### config.mk
export PLATFORM = sky130hd
export DESIGN_NAME = block_copy_dma_flat
export DESIGN_NICKNAME = d
export VERILOG_FILES = /design/src/rtl/block_copy_dma_if.sv /design/src/rtl/block_copy_dma.sv /design/src/flat_wrapper.sv
export SDC_FILE = /design/constraint.sdc
export NUM_CORES = 1
export LEC_CHECK = 0
export CAP_MARGIN = 0
export CORE_MARGIN = 2
export CORE_UTILIZATION = 40
export DETAILED_ROUTE_END_ITERATION = 16
export PLACE_DENSITY = 0.82
export SYNTH_ARGS = -nofsm -noshare
export SYNTH_HDL_FRONTEND = slang
export SYNTH_SLANG_ARGS = --single-unit
### constraint.sdc
create_clock -name clk -period 3 [get_ports clk]
set_input_delay 0.9 -clock clk [delete_from_list [all_inputs] [get_ports clk]]
set_output_delay 0.9 -clock clk [all_outputs]
set_load 0.02 [all_outputs]
### src/rtl/block_copy_dma_if.sv
// Bus bundle for block_copy_dma: copy request/status, memory read port and memory write port.
// The master modport is the DMA's view of the bus; the slave modport is the host/memory view.
interface block_copy_dma_if #(
  parameter int WORD_W = 16
);
  logic              start;
  logic              abort;
  logic [WORD_W-1:0] src;
  logic [WORD_W-1:0] dst;
  logic [WORD_W-1:0] len;
  logic              busy;
  logic              done;
  logic [WORD_W-1:0] read_bus;
  logic              read_en;
  logic [WORD_W-1:0] data_in;
  logic [WORD_W-1:0] write_bus;
  logic              write_en;
  logic [WORD_W-1:0] data_out;

  modport master (
    input  start, abort, src, dst, len, data_in,
    output busy, done, read_bus, read_en, write_bus, write_en, data_out
  );

  modport slave (
    output start, abort, src, dst, len, data_in,
    input  busy, done, read_bus, read_en, write_bus, write_en, data_out
  );
endinterface

### src/rtl/block_copy_dma.sv
// Single-channel word-copy DMA: read, capture, write, 3 cycles per word, ascending addresses.
// Define BLOCK_COPY_FILL_EN to add the fill_mode port (write src as a constant, 1 cycle per word).
module block_copy_dma #(
  parameter int                WORD_W    = 16,
  parameter logic [WORD_W-1:0] IDLE_ADDR = 16'h0000
) (
  input  logic clk,
  input  logic reset,
`ifdef BLOCK_COPY_FILL_EN
  input  logic fill_mode,
`endif
  block_copy_dma_if.master bus
);

  typedef enum logic [2:0] {IDLE, RD, CAP, WR, FIN} state_t;

  state_t            state_reg, state_next;
  logic [WORD_W-1:0] src_cur_reg;
  logic [WORD_W-1:0] dst_cur_reg;
  logic [WORD_W-1:0] remaining_reg;
  logic [WORD_W-1:0] buffer_reg;
  logic              fill_active;
  logic              accept;

  // abort has priority over start, so a simultaneous pair never launches a copy
  assign accept = (state_reg == IDLE) && bus.start && !bus.abort;

`ifdef BLOCK_COPY_FILL_EN
  logic fill_reg;

  always_ff @(posedge clk or posedge reset) begin
    if (reset) begin
      fill_reg <= 1'b0;
    end else if (accept) begin
      fill_reg <= fill_mode;
    end
  end

  assign fill_active = fill_reg;
`else
  assign fill_active = 1'b0;
`endif

  always_ff @(posedge clk or posedge reset) begin
    if (reset) begin
      state_reg <= IDLE;
    end else begin
      state_reg <= state_next;
    end
  end

  always_comb begin
    state_next = state_reg;
    case (state_reg)
      IDLE: begin
        if (accept) begin
          if (bus.len == '0) begin
            state_next = FIN;
          end else if (fill_active_on_start()) begin
            state_next = WR;
          end else begin
            state_next = RD;
          end
        end
      end
      RD:  state_next = CAP;
      CAP: state_next = WR;
      WR: begin
        if (remaining_reg == WORD_W'(1)) begin
          state_next = FIN;
        end else if (fill_active) begin
          state_next = WR;
        end else begin
          state_next = RD;
        end
      end
      FIN:     state_next = IDLE;
      default: state_next = IDLE;
    endcase
    if (state_reg != IDLE && bus.abort) begin
      state_next = IDLE;
    end
  end

  // Fill mode is decided by the value presented with start, before fill_reg is loaded
  function automatic logic fill_active_on_start();
`ifdef BLOCK_COPY_FILL_EN
    return fill_mode;
`else
    return 1'b0;
`endif
  endfunction

  always_ff @(posedge clk or posedge reset) begin
    if (reset) begin
      src_cur_reg   <= '0;
      dst_cur_reg   <= '0;
      remaining_reg <= '0;
      buffer_reg    <= '0;
    end else begin
      if (accept) begin
        src_cur_reg   <= bus.src;
        dst_cur_reg   <= bus.dst;
        remaining_reg <= bus.len;
      end
      if (state_reg == CAP) begin
        buffer_reg <= bus.data_in;
      end
      // In fill mode src_cur holds the fill value, so it must not advance
      if (state_reg == WR) begin
        if (!fill_active) begin
          src_cur_reg <= src_cur_reg + WORD_W'(1);
        end
        dst_cur_reg   <= dst_cur_reg + WORD_W'(1);
        remaining_reg <= remaining_reg - WORD_W'(1);
      end
    end
  end

  assign bus.busy      = (state_reg != IDLE);
  assign bus.done      = (state_reg == FIN) && !bus.abort;
  assign bus.read_en   = (state_reg == RD);
  assign bus.read_bus  = bus.read_en ? src_cur_reg : IDLE_ADDR;
  assign bus.write_en  = (state_reg == WR);
  assign bus.write_bus = bus.write_en ? dst_cur_reg : IDLE_ADDR;
  assign bus.data_out  = bus.write_en ? (fill_active ? src_cur_reg : buffer_reg) : '0;

endmodule

### src/flat_wrapper.sv
// flat-port wrapper written by rule: the top's interface ports become plain ports
module block_copy_dma_flat 
#(
  parameter int                WORD_W    = 16,
  parameter logic [WORD_W-1:0] IDLE_ADDR = 16'h0000
)
  (clk, reset, bus_start, bus_abort, bus_src, bus_dst, bus_len, bus_data_in, bus_busy, bus_done, bus_read_bus, bus_read_en, bus_write_bus, bus_write_en, bus_data_out);
  block_copy_dma_if #(.WORD_W(WORD_W)) bus_i ();
  input  logic clk;
  input  logic reset;
  input wire logic [$bits(bus_i.start)-1:0] bus_start;
  input wire logic [$bits(bus_i.abort)-1:0] bus_abort;
  input wire logic [$bits(bus_i.src)-1:0] bus_src;
  input wire logic [$bits(bus_i.dst)-1:0] bus_dst;
  input wire logic [$bits(bus_i.len)-1:0] bus_len;
  input wire logic [$bits(bus_i.data_in)-1:0] bus_data_in;
  output wire logic [$bits(bus_i.busy)-1:0] bus_busy;
  output wire logic [$bits(bus_i.done)-1:0] bus_done;
  output wire logic [$bits(bus_i.read_bus)-1:0] bus_read_bus;
  output wire logic [$bits(bus_i.read_en)-1:0] bus_read_en;
  output wire logic [$bits(bus_i.write_bus)-1:0] bus_write_bus;
  output wire logic [$bits(bus_i.write_en)-1:0] bus_write_en;
  output wire logic [$bits(bus_i.data_out)-1:0] bus_data_out;
  assign bus_i.start = bus_start;
  assign bus_i.abort = bus_abort;
  assign bus_i.src = bus_src;
  assign bus_i.dst = bus_dst;
  assign bus_i.len = bus_len;
  assign bus_i.data_in = bus_data_in;
  assign bus_busy = bus_i.busy;
  assign bus_done = bus_i.done;
  assign bus_read_bus = bus_i.read_bus;
  assign bus_read_en = bus_i.read_en;
  assign bus_write_bus = bus_i.write_bus;
  assign bus_write_en = bus_i.write_en;
  assign bus_data_out = bus_i.data_out;
  block_copy_dma #(.WORD_W(WORD_W), .IDLE_ADDR(IDLE_ADDR)) u_core (.clk(clk), .reset(reset), .bus(bus_i));
endmodule
==> reports/qor.txt <==
Adder-cell share of the synthesized area: 1.28%
Placed Cells: 671
Synth Warn #: 0
WL per Instance: 17.5 um
Most used DFF post-synth: dfrtp_1
Dpl hpwl: 8290 um
Cell Rows: 36
Largest net degree at the start of global routing: 68
GR peak layer: met2
Core Box Area: 9640 sq um
CP arrival: 2.00 ns
Fillers: 852
Static leakage: 2.79 nW
Met3 Usage GRT: 7.59%
Proportion of synthesized area in mux cells: 6.39%
Post-synth EDFFs: 0
Max incr delay on CP: 0.60 ns
Effective utilization at floorplan: 40.6%
Synth Area in Simple Gates: 27.1%
Status: finished, final reports clean
M1 GR Usage: 28.6%
Post-CTS Setup Inserts: 0
Die Footprint: 10,600 sq um
Worst path required time: 2.10 ns
IO Port Bufs: 119
Total GRT Usage: 23.6%
Crit path capture type: primary output
Number of antenna-violating nets in the routed design: 0
First-pass GRT wire length: 19,400 um
FMAX: 345 MHz
Clock Tree Buf Depth: 2
VDD IR max: 0.333 mV
Synthesized area: 3910 sq um
Compound-Gate Fraction of Synth Area: 18.0%
Combinational family with the most area after synthesis: simple AND/OR/NAND/NOR gates
P&R area growth vs syn: 45.6%
Vias/cell: 5.74
Layout Utilization: 59.1%
Cell family with most CP delay: buffers and inverters
CTS tree: done
Worst skew pair latency: 0.35 ns
Final hold violation count: 0
MaxCap Viol Count: 0
# DRC: 0
Crit path kind: reg2out
# nets final: 621
Post-route insts no fill: 687
Die width: 103 um
Worst-path cell chain: nand3b_1, inv_1, buf_12, and2_1, clkdlybuf4s50_1
Commonest non-fill, non-tap cell in the layout: clkdlybuf4s50_1
Finish-stage setup viols: 0
Vias: 3,942
Pwr dens: 573 nW/um^2
Length of the first detailed-routing pass in iterations: 5
Initial antenna violation count: 0
Die H: 103 um
Initial DRC Count: 190
RSZ-0062 raised after global routing: no
Mapped Cells: 423
Fin crit share: 96.5%
CTS sink cnt: 67
Tmin final: 2.90 ns
Met2 usage: 39.8%
Bufs and invs on worst path: 3
Final Max Tran Viols: 0
Drt total wl: 12,100 um
CTS H-tree depth: 3
Worst-path maximum fanout: 42
Min-delay worst type: reg2reg
Placer congestion estimate: 0.847
Vias in the first global route: 3,943
Post-synth ARST share: 100%
CTS Buf Count: 9
# diodes: 0
Worst slew margin: 55.6%
Synth cell types: 52
Syn avg cell area: 9.25 sq um
Xor/xnor share of the synthesized area: 0%
Clk root buf: clkbuf_8
CTS clk-pin slew, worst paths: 0.08 ns
Layout Skew: 0.0119 ns
Seq/Total Area, Yosys: 42.8%
Slowest-stage cell, CP: clkdlybuf4s50_1
Critical path startpoint category: flop
#FFs+latches synth: 67
Most frequent cells in the layout: clkdlybuf4s50_1 (77), dfrtp_1 (65), and2_1 (44)
Io pins: 120
Net Count, Synth: 495
Layout cells sized above 1: 14.3%
Gr ovfl total: 0
Slew @ Worst Pin: 0.660 ns
[timing repair]
item / in CTS / in global routing
hold buffers: 0 / 0
pin swaps: 0 / 0
endpoints found under the setup margin: 15 / 33
resized for setup: 14 / 33
[worst reg2reg max path, cell delays in order (launching register included)]
cell     delay, ns
dfrtp_1       0.46
or4_4         0.59
or4_1         0.65
or4_1         0.44
a31oi_1       0.17
[metrics by stage]
step           power [mW]  TNS, ns  hold slack [ns]  area [sq um]  worst slack (ns)
6_report             3.26        0            0.501          5700             0.104
5_1_grt              3.43        0            0.519          5700          0.000169
4_1_cts              3.27        0            0.505          5620          0.000752
3_5_place_dp         2.23   -0.272            0.489          5360            -0.272
3_3_place_gp         2.17   -0.237            0.481          5360            -0.237
2_1_floorplan        1.86        0            0.468          3910             0.417
[report_power, final]
group | switching, mW | total (mW) | internal [mW]
Clock | 0.383 | 1.04 | 0.661
Sequential | 0.266 | 1.41 | 1.15
Combinational | 0.385 | 0.807 | 0.422
[metal layers]
metal,wire length [um],vias up
met5,0,-
met4,188,0
li1,-,1833
met2,5970,181
met3,1090,15
met1,4800,1913
[logic make-up after synthesis]
group                      Yosys count
AOI/OAI and AO/OA                  102
adders and majority gates            4
buffers and inverters               39
DFF                                 67
muxes                               23
and+or+nand+nor                    188
[path summary, 6_finish.rpt]
kind	slack (ns)	start	depth (start not counted)	end
max in group asynchronous	1.74	reset	3	u_core.state_reg[1]$_DFFE_PP0P_
worst min-delay path	0.50	u_core.buffer_reg[6]$_DFFE_PP0N_	1	u_core.buffer_reg[6]$_DFFE_PP0N_
worst max-delay path	0.10	u_core.state_reg[2]$_DFFE_PP0P_	5	bus_write_bus[1]
worst min register to register	0.50	u_core.buffer_reg[6]$_DFFE_PP0N_	1	u_core.buffer_reg[6]$_DFFE_PP0N_
min in group asynchronous	0.92	reset	3	u_core.buffer_reg[13]$_DFFE_PP0N_
worst max register to register	0.61	u_core.remaining_reg[5]$_DFFE_PP0P_	4	u_core.remaining_reg[13]$_DFFE_PP0P_
[cell usage after synthesis (4+ instances only)]
library cell	count	share of area [%]
dfrtp_1	67	43
or4_1	4	0.77
o21ai_0	15	1.9
a311oi_1	5	1.1
o22ai_1	7	1.1
a31oi_1	5	0.80
and2_1	44	7.0
nand2b_1	4	0.64
and4_1	6	1.3
o311ai_0	9	2.0
nand2_1	28	2.7
inv_1	14	1.3
nand4_1	14	2.2
nor4_1	10	1.6
a211oi_1	9	1.7
o221a_2	4	1.2
and3_1	5	0.80
a21oi_1	23	2.9
o211ai_1	11	2.1
or2_2	7	1.1
mux2i_1	7	1.8
nand3_1	14	1.8
clkbuf_1	19	1.8
mux2_2	16	4.6
ha_1	4	1.3
nor3_1	10	1.3
nor2_1	27	2.6
[cell type report]
class	instances	area, sq um	area share, %
clock buffer	10	138	2.42
inverter	14	52.6	0.922
tap	133	166	2.92
timing repair buffer	140	1450	25.4
sequential	67	1680	29.5
multi-input combinational	317	2080	36.5
clock inverter	6	136	2.39
Power figures use the tool's default switching activity.
